==> src/rtl/usb_tx_phy_pkg.sv <==
// usb_tx_phy_pkg: shared types and constants for the full-speed USB transmit path
package usb_tx_phy_pkg;
    typedef enum logic [1:0] {SE0, J, K} line_state_t;
    typedef enum logic [2:0] {IDLE, SYNC, DATA, STUFF, EOP0, EOP1, EOPJ} tx_state_t;
    localparam logic [7:0] SYNC_PATTERN = 8'h80;
    localparam logic [2:0] STUFF_LIMIT = 3'd6;
    function automatic line_state_t nrzi_next(input line_state_t l, input logic b);
        return b ? l : (l == J ? K : J);
    endfunction
endpackage

==> src/rtl/usb_tx_bitstuff.sv <==
// usb_tx_bitstuff: ones counter for stuff detection, NRZI line level and D+/D- encoding
module usb_tx_bitstuff
    import usb_tx_phy_pkg::*;
(
    input  logic        clk,
    input  logic        rst_n,
    input  logic        clr,
    input  logic        idle,
    input  logic        bit_end,
    input  logic        bit_val,
    input  logic        load,
    input  logic        nrzi,
    input  logic        nbit,
    input  line_state_t sym,
    output logic        stuff_due,
    output logic        d_p,
    output logic        d_n
);
    logic [2:0]  ones;
    line_state_t line;

    assign stuff_due = bit_val && ones == STUFF_LIMIT - 3'd1;
    assign d_p       = line == J;
    assign d_n       = line == K;

    // Count consecutive transmitted ones and hold the line symbol for the current bit period
    always_ff @(posedge clk or negedge rst_n) begin
        if (!rst_n) begin
            ones <= '0;
            line <= J;
        end else if (clr) begin
            ones <= '0;
            line <= J;
        end else begin
            if (idle)
                ones <= '0;
            else if (bit_end)
                ones <= !bit_val ? '0 : ones == STUFF_LIMIT ? ones : ones + 3'd1;
            if (load)
                line <= nrzi ? nrzi_next(line, nbit) : sym;
        end
    end
endmodule

==> src/rtl/usb_tx_phy.sv <==
// usb_tx_phy: full-speed USB transmit serializer with SYNC, bit stuffing, NRZI and EOP
module usb_tx_phy
    import usb_tx_phy_pkg::*;
#(
    parameter int CLKS_PER_BIT = 2
) (
    input  logic       clk,
    input  logic       rst_n,
    input  logic       usb_reset,
    input  logic [7:0] tx_data,
    input  logic       tx_valid,
    output logic       tx_ready,
    output logic       tx_active,
    output logic       d_p,
    output logic       d_n,
    output logic       oe
);
    localparam int DW = CLKS_PER_BIT > 1 ? $clog2(CLKS_PER_BIT) : 1;

    tx_state_t     state;
    logic [7:0]    shreg;
    logic [2:0]    idx;
    logic [DW-1:0] div;
    logic          strobe, in_bits, bit_end, cur_bit, stuff_due, fetch;
    logic          load, nrzi, nbit;
    line_state_t   sym;

    assign strobe    = div == DW'(CLKS_PER_BIT - 1);
    assign in_bits   = state == SYNC || state == DATA || state == STUFF;
    assign bit_end   = strobe && in_bits;
    assign cur_bit   = (state == SYNC || state == DATA) && shreg[0];
    assign fetch     = bit_end && !stuff_due && idx == 3'd7;
    assign tx_ready  = fetch && tx_valid && !usb_reset;
    assign tx_active = state != IDLE;
    assign oe        = tx_active;

    // Pick the symbol of the bit period that begins on the next cycle
    always_comb begin
        load = state == IDLE ? tx_valid : strobe;
        nrzi = state == IDLE || (in_bits && !(fetch && !tx_valid));
        nbit = state == IDLE ? SYNC_PATTERN[0] : stuff_due ? 1'b0 : fetch ? tx_data[0] : shreg[1];
        sym  = (state == EOP0 || (fetch && !tx_valid)) ? SE0 : J;
    end

    // Packet sequencer: bit divider, shifter, bit index and state
    always_ff @(posedge clk or negedge rst_n) begin
        if (!rst_n) begin
            state <= IDLE;
            shreg <= '0;
            idx   <= '0;
            div   <= '0;
        end else if (usb_reset) begin
            state <= IDLE;
            shreg <= '0;
            idx   <= '0;
            div   <= '0;
        end else begin
            div <= (state == IDLE || strobe) ? '0 : div + 1'b1;
            case (state)
                IDLE: if (tx_valid) begin
                    state <= SYNC;
                    shreg <= SYNC_PATTERN;
                    idx   <= '0;
                end
                SYNC, DATA, STUFF: if (strobe) begin
                    if (stuff_due) begin
                        state <= STUFF;
                    end else if (idx == 3'd7) begin
                        state <= tx_valid ? DATA : EOP0;
                        shreg <= tx_data;
                        idx   <= '0;
                    end else begin
                        state <= state == STUFF ? DATA : state;
                        shreg <= shreg >> 1;
                        idx   <= idx + 3'd1;
                    end
                end
                EOP0: if (strobe) state <= EOP1;
                EOP1: if (strobe) state <= EOPJ;
                default: if (strobe) state <= IDLE;
            endcase
        end
    end

    usb_tx_bitstuff u_bitstuff (
        .clk       (clk),
        .rst_n     (rst_n),
        .clr       (usb_reset),
        .idle      (state == IDLE),
        .bit_end   (bit_end),
        .bit_val   (cur_bit),
        .load      (load),
        .nrzi      (nrzi),
        .nbit      (nbit),
        .sym       (sym),
        .stuff_due (stuff_due),
        .d_p       (d_p),
        .d_n       (d_n)
    );
endmodule

==> config.mk <==
export PLATFORM = sky130hd
export DESIGN_NAME = usb_tx_phy
export DESIGN_NICKNAME = d
export VERILOG_FILES = /design/src/rtl/usb_tx_phy_pkg.sv /design/src/rtl/usb_tx_bitstuff.sv /design/src/rtl/usb_tx_phy.sv
export SDC_FILE = /design/constraint.sdc
export NUM_CORES = 1
export LEC_CHECK = 0
export ABC_AREA = 1
export CAP_MARGIN = 20
export CORE_MARGIN = 5
export CORE_UTILIZATION = 35
export DETAILED_ROUTE_END_ITERATION = 8
export DONT_BUFFER_PORTS = 1
export SYNTH_ARGS = -nofsm -noshare
export SYNTH_HDL_FRONTEND = slang
export SYNTH_SLANG_ARGS = --single-unit
export TNS_END_PERCENT = 20
==> constraint.sdc <==
create_clock -name clk -period 3.1 [get_ports clk]
set_clock_uncertainty 0.2 [all_clocks]
set_input_delay 0.93 -clock clk [delete_from_list [all_inputs] [get_ports clk]]
set_output_delay 0.93 -clock clk [all_outputs]
set_load 0.02 [all_outputs]
# --- Yosys cells after proc, flatten, opt, wreduce, memory -nomap -nowiden ---
# Cells that the tools add are included.
op_classes:
  n_addsub: 3
  n_mux: 40
  reduce_logical: 29
  n_eq_ne: 18
op_table:
  columns: ["op", "count"]
  rows:
  - ["$mux 3", 20]
  - ["$mux 8", 5]
  - ["$ne 3x3->1 const B", 6]
  - ["$pmux 8 s2", 1]
  - ["$eq 3x3->1 const B", 5]
  - ["$pmux 3 s4", 1]
  - ["$reduce_bool 3->1", 4]
  - ["$mux 2", 5]
  - ["$logic_and 1x1->1", 9]
  - ["$mux 1", 7]
  - ["$add 3x1->3 const B", 2]
  - ["$eq 3x2->1 const B", 2]
  - ["$pmux 3 s2", 1]
  - ["$reduce_and 6->1", 1]
  - ["$logic_or 1x1->1", 5]
  - ["$ne 5x5->1 const B", 1]
  - ["$logic_not 1->1", 4]
  - ["$ne 4x3->1 const B", 1]
  - ["$reduce_and 2->1", 2]
  - ["$reduce_and 4->1", 1]
  - ["$eq 3x1->1 const B", 1]
  - ["$logic_not 3->1", 1]
  - ["$reduce_or 3->1", 1]
  - ["$eq 2x1->1 const B", 1]
  - ["other kinds (3)", 3]
word_totals:
  reg_bits: 20
  elab_cells: 96
  input_bits: 12

# --- Logic depth before layout (Yosys ltp) ---
# Gate-level depths: netlist of the first run.
logic_depth:
  depth_word: 14
  ltp_mapped: 12
  depth_no_buf: 12

# --- Hierarchy ---
# From an unflattened synthesis of the first run, not the netlist that was laid out.
hier_totals:
  hier_cells: 197
  area_unflattened_um2: 1337.5
by_module_without_submodules:
  columns: ["mod", "instances", "seq_area_each_um2", "area_each_um2", "cells_each"]
  rows:
  - ["usb_tx_phy", 1, 375.4, 977.2, 145]
  - ["usb_tx_bitstuff", 1, 126.4, 360.3, 52]

# --- Worst setup path after synthesis of the first run ---
# Ideal clock, no wire load.
synth_path:
  kind: "input to output"
  startpoint: "input port tx_valid"
  endpoint: "output port tx_ready"
  required_time_ns: 1.970
  slack_ns: 0.493
  stages: 2
  t_arrival_ns: 1.477
  cell_sequence: "inv_1 -> nor3_1"
synth_via:
  elab_chain_len: 2
synth_lines:
  columns: ["item", "line", "text"]
  rows:
  - ["start: declaration", "usb_tx_phy.sv:11", "input logic tx_valid,"]
  - ["$logic_and 1x1->1 (2 in series)", "usb_tx_phy.sv:33", "assign tx_ready = fetch && tx_valid && !usb_reset;"]
  - ["end: declaration", "usb_tx_phy.sv:12", "output logic tx_ready,"]
# No other way between the ends.

# --- Worst setup path after layout of the first run ---
layout_path:
  startpoint: "register idx[0]"
  endpoint: "output port tx_ready"
layout_via:
  elab_chain_len: 4
layout_lines:
  columns: ["item", "line", "text"]
  rows:
  - ["start: declaration", "usb_tx_phy.sv:22", "logic [2:0] idx;"]
  - ["start signal: assignment", "usb_tx_phy.sv:75", "idx <= idx + 3'd1;"]
  - ["$eq 3x3->1", "usb_tx_phy.sv:32", "assign fetch = bit_end && !stuff_due && idx == 3'd7;"]
  - ["$logic_and 1x1->1", "usb_tx_phy.sv:32", null]
  - ["$logic_and 1x1->1 (2 in series)", "usb_tx_phy.sv:33", null]
# No other way between the ends.

==> metrics.md, run 1 <==
| Metric | Value |
|---|---|
| Final setup margin | `266.5 ps` |
| Share of cells above drive strength 1 | `28.22%` |
| CTS tree | `yes` |
| DRC Markers | `0` |
| Routed WL | `2673 µm` |
| Most common cell after layout, fill and taps aside | `nand2_1` |
| Critical path fanouts, max | `12` |
| CP Class | `flop to output pin` |
| Clock root buffer | `clkbuf_8` |
| DR WL/cell | `12.67 µm` |
| Die H | `72.02 µm` |
| Endpoints failing hold | `0` |
| VDD IR-drop max | `0.0001759 V` |
| Yosys warns | `0` |
| P&R area growth vs syn | `7.342%` |
| H-tree depth | `1` |
| Initial DRT Pass Iterations | `4` |
| Initial DRC count | `between 70 and 80` |
| Number of library cell types mapped by synthesis | `33` |
| Multi-input gate area | `716.9 µm²` |
| Achievable Freq | `352.9 MHz` |
| CTS Hold Bufs | `0` |
| Sw power | `0.4177 mW` |
| Utilization after layout | `39.18%` |
| Initial antenna violation count | `0` |
| Post-CTS resize count | `0` |
| Port buffer count | `0` |
| Synth Register Bits | `20` |
| Ys flop type | `dfrtp_1` |
| Crit path DAT | `~1700 ps` |
| Crit-path max cell delay | `440 ps` |
| Buf/Inv on CP | `1` |
| CP max-delay cell | `ha_1` |
| Req. time, crit path | `1970 ps` |
| Logic pwr share | `42.4%` |
| Rel. slew slack | `slightly below 70%` |
| CTS clk-pin slew, worst paths | `80 ps` |
| Initial cell density of the core | `36.50%` |
| Routability cong. | `0.8645` |
| Post-route design area | `1445 µm²` |
| Sequence of cells on the critical path | `ha_1 > ha_1 > nand3_2 > nor3_1 > buf_4` |
| P_int | `0.5454 mW` |
| Pleak | `roughly 0.65 nW` |
| Power share of the clock group | `21.0%` |
| Sequential Area | `501.7 µm²` |
| Cell mode on critical path | `ha_1` |
| HPWL after DPL | `roughly 2000 µm` |
| Clock Sinks | `20` |
| Vias per inst | `4.981` |
| Post-synth EDFFs | `0` |
| Global Route Usage Sum | `a little under an eighth` |
| Worst-Margin Slew | `approximately 470 ps` |
| Final non-filler cell total | `211` |
| Std cell rows | `22` |
| Max Cap Violations | `0` |
| Post-CTS Setup Bufs | `0` |
| TritonCTS Buffers | `3` |
| Die Area | `5187 µm²` |
| Hold Path Class | `input port to asynchronous set/reset pin` |
| Total number of vias | `roughly 1100` |
| Worst setup SP type | `flop` |
| Worst-Skew Late Latency | `260 ps` |
| Filler Cells Inserted | `380` |
| Longest Clk Path Bufs | `2` |
| Cells after DPL | `between 200 and 250` |
| Critical path depth | `5` |
| PwrDens | `roughly 670 nW/µm²` |
| Dpl cell area | `1390 µm²` |
| CP Capture Type | `output pin` |
| Sum Neg Setup Slack | `0 ps` |
| Vias in the first global route | `around 1000` |
| Register area share after synthesis | `37.27%` |
| Final slew viol count | `0` |
| Synth async-reset ratio | `100.0%` |
| Post-synthesis instance area | `1346 µm²` |
| Sw frac | `a little over two fifths` |
| Commonest non-fill, non-tap cells in the layout | `33 x nand2_1, 19 x dfrtp_1, 17 x inv_1` |
| Cell family with most CP delay | `adder cells` |
| Final #Nets | `181` |
| RSZ-0062 raised after global routing | `no` |
| Min Tclk post-route | `~2800 ps` |
| Cells after Synth | `around 160` |
| Status | `completed` |
| Pre-CTS WS | `between 500 and 600 ps` |
| Diodes inserted | `0` |
| Total Power Consumption | `0.9631 mW` |
| WHS | `151.9 ps` |
| I/O pin total | `17` |
| Tcrit/Tclk final | `91.40%` |
| Die X | `72.02 µm` |
| Remaining Overflow, GRT | `0` |
| Maximum number of pins on one net before global-route repair | `21` |
| Mapped Nets | `178` |
| Power share of the sequential group | `between 30% and 40%` |
| Antenna Nets Post-Route | `0` |
| R2R cell count | `11` |
| Core Region | `around 3700 µm²` |
| Setup-failing EPs final | `0` |
| Synthesized area per cell | `8.362 µm²` |
| First-pass GRT wire length | `4857 µm` |
power groups by stage:
stage          sequential (mW)  combinational (mW)  clock, mW
6_report                 0.352               0.408      0.203
5_1_grt                  0.360               0.463      0.223
4_1_cts                  0.352               0.414      0.211
3_5_place_dp             0.356               0.414          0
3_3_place_gp             0.356               0.407          0
2_1_floorplan            0.348               0.376          0
area by class of cell:
type / instances / area share [%]
timing repair buffer: 1 / 0.5195
clock buffer: 4 / 3.810
tap: 48 / 4.156
inverter: 27 / 7.186
multi-input combinational: 111 / 49.61
sequential: 20 / 34.72
registers in the layout, summed over array words and instances, names as in the netlist:
register / cells
div: 1
idx: 3
shreg: 8
state: 3
u_bitstuff.line: 2
u_bitstuff.ones: 3
synth_stat cells, drive strengths merged, types with 3 or more instances:
cell / instances / share of area [%]
nor2: 10 / 5.4
dfrtp: 19 / 35
o31ai: 5 / 2.8
inv: 27 / 7.7
nand3: 15 / 8.4
ha: 5 / 4.6
nand4: 4 / 3.0
a21oi: 4 / 1.5
buf: 3 / 1.8
nand2: 46 / 16
mux2i: 3 / 2.2
o21ai: 11 / 4.9
cell families (layout without fill, tap and decap cells):
family                     count (synthesis)  after routing  synth area share (%)
and+or+nand+nor                           77             77                 33.46
DFF                                       20             20                 37.27
adders and majority gates                  5              5                 4.647
AOI/OAI and AO/OA                         26             26                 12.92
muxes                                      3              3                 2.231
buffers and inverters                     30             32                 9.479
metal layers:
| metal | global-route usage (%) | part of all wire [%] | vias up |
|---|---|---|---|
| li1 | - | - | 536 |
| met1 | 15.04 | 48 | 499 |
| met2 | 18.98 | 47 | 11 |
| met3 | 3.324 | 3.3 | 5 |
| met4 | 3.132 | 1.5 | 0 |
| met5 | 0 | 0 | - |
path summary, 6_finish.rpt:
kind | startpoint | endpoint | slack [ps]
min in group clk | u_bitstuff.line[1] | u_bitstuff.line[1] | 280
setup / recovery | idx[0] | tx_ready | 270
hold reg to reg | u_bitstuff.line[1] | u_bitstuff.line[1] | 280
hold / removal | rst_n | shreg[7] | 150
max in group asynchronous | rst_n | u_bitstuff.line[0] | 2370
setup reg to reg | idx[0] | u_bitstuff.line[1] | 930
Power figures use the tool's default switching activity.
==> run 2, diff against run 1 <==
CTS_CLUSTER_SIZE = 30   (was not set)
RECOVER_POWER = 50   (was not set)
clock period = 2.69 ns   (was 3.1 ns; I/O delays follow)
==> run 2 against run 1 <==
  * Sequential cell count unchanged
  * Critical path depth grew 3
  * Die area did not move
  * Worst hold slack got worse by 120 ps
  * Core utilization rose by 0.47 points
  * Power grew 22%
  * Highest routed layer unchanged
  * Critical path type unchanged
  * Via count decreased by 0.95%
  * Sequential share of layout area down 0.33 points
==> metrics.md, run 2 (synthesized netlist as in run 1, its figures left out) <==
| Metric | Value |
|---|---|
| Rel. slew slack | `43.15%` |
| Dpl cell area | `1398 µm²` |
| Routed WL | `2737 µm` |
| Worst setup SP type | `flop` |
| Min Tclk post-route | `2569 ps` |
| Vias in the first global route | `between 1000 and 1500` |
| First-pass GRT wire length | `4802 µm` |
| Worst-Skew Late Latency | `~260 ps` |
| Total number of vias | `approximately 1000` |
| H-tree depth | `1` |
| Initial DRT Pass Iterations | `4` |
| Most common cell after layout, fill and taps aside | `nand2_1` |
| CP Capture Type | `output pin` |
| Longest Clk Path Bufs | `2` |
| Sequential Area | `503.0 µm²` |
| Largest register by flop count | `shreg` |
| Antenna Nets Post-Route | `0` |
| DRC Markers | `0` |
| RSZ-0062 raised after global routing | `no` |
| Filler Cells Inserted | `411` |
| HPWL after DPL | `2218 µm` |
| Crit path DAT | `1560 ps` |
| Pleak | `0.6498 nW` |
| Worst-Margin Slew | `850.4 ps` |
| CTS tree | `yes` |
| Max Used Layer | `met4` |
| Post-CTS Setup Bufs | `0` |
| Post-CTS resize count | `0` |
| Met2 WL | `1365 µm` |
| Final slew viol count | `0` |
| Initial cell density of the core | `between 30% and 40%` |
| P&R area growth vs syn | `8.643%` |
| Diodes inserted | `0` |
| DR WL met3 | `72 µm` |
| Std cell rows | `22` |
| Tcrit/Tclk final | `95.50%` |
| Commonest non-fill, non-tap cells in the layout | `33 x nand2_1, 18 x dfrtp_1, 17 x inv_1` |
| Met1 wire length | `1251 µm` |
| Remaining Overflow, GRT | `0` |
| Global Route Usage Sum | `11.60%` |
| Share of cells above drive strength 1 | `28.66%` |
| Maximum number of pins on one net before global-route repair | `21` |
| Req. time, crit path | `1680 ps` |
| CTS clk-pin slew, worst paths | `80 ps` |
| Multi-input gate area | `about 700 µm²` |
| Largest register FFs | `8` |
| VDD IR-drop max | `about 0.00017 V` |
| Port buffer count | `0` |
| Achievable Freq | `389.3 MHz` |
| Post-route design area | `roughly 1500 µm²` |
| Setup-failing EPs final | `0` |
| Vias per inst | `4.910` |
| Initial DRC count | `62` |
| Clock root buffer | `clkbuf_8` |
| Hold Path Class | `input port to asynchronous set/reset pin` |
| I/O pin total | `17` |
| Initial antenna violation count | `0` |
| Max Cap Violations | `0` |
| PwrDens | `803.0 nW/µm²` |
| Clock Sinks | `20` |
| Die H | `72.02 µm` |
| DR WL/cell | `12.91 µm` |
| Core Region | `3689 µm²` |
| Die Area | `5187 µm²` |
| Sum Neg Setup Slack | `0 ps` |
| CTS Hold Bufs | `0` |
| CP Class | `flop to output pin` |
| Routability cong. | `0.8936` |
| TritonCTS Buffers | `3` |
| Die X | `about 72 µm` |
| Endpoints failing hold | `0` |
| Critical path fanouts, max | `7` |
| Final #Nets | `about 180` |
| Status | `completed` |
## run 2: metal layers
layer | GRT usage (%) | vias up
met4 | 4.384 | 0
li1 | - | 535
met5 | 0 | -
met2 | 20.10 | 13
met3 | 2.355 | 5
met1 | 14.11 | 488
## run 2: path summary, 6_finish.rpt
kind,cells after the start,slack (ps),start,end
worst max-delay path,8,120,u_bitstuff.ones[1],tx_ready
min in group clk,2,270,u_bitstuff.line[1],u_bitstuff.line[1]
worst min-delay path,0,30,rst_n,shreg[6]
max in group asynchronous,0,2080,rst_n,u_bitstuff.line[0]
worst max register to register,9,300,state[1],idx[0]
worst min register to register,2,270,u_bitstuff.line[1],u_bitstuff.line[1]
## run 2: area by class of cell
type / instances / area share, %
multi-input combinational: 111 / 48.50
sequential: 20 / 34.39
inverter: 27 / 7.100
tap: 48 / 4.106
clock buffer: 3 / 2.823
clock inverter: 1 / 2.053
timing repair buffer: 2 / 1.027
## run 2: critical path: stages (launching register included)
cell and delay [ps]:
dfrtp_1 390, inv_1 70, ha_1 170, nand2_1 60, inv_1 80, nand3_4 130
nand3_2 90, nor3_2 140, buf_4 170
## run 2: where the power goes
part | internal [mW] | leakage, nW | switching (mW) | total (mW)
combinational | 0.131 | 0.346 | 0.338 | 0.468
clock | 0.199 | 0.0357 | 0.103 | 0.302
sequential | 0.362 | 0.268 | 0.0424 | 0.404
## run 2: metrics by stage
step | instances | setup slack (ps) | power [mW] | hold WS (ps) | util [%]
final | 212 | 121.0 | 1.174 | 28.53 | 39.65
after global routing | 212 | 22.10 | 1.261 | 11.30 | 39.65
after CTS | 212 | 26.34 | 1.199 | 27.52 | 39.82
after detailed placement | 208 | 317.0 | 0.8954 | 259.5 | 37.89
after global placement | 208 | 409.5 | 0.8881 | 259.7 | 37.89
after floorplan | 161 | 328.9 | 0.8345 | 241.6 | -
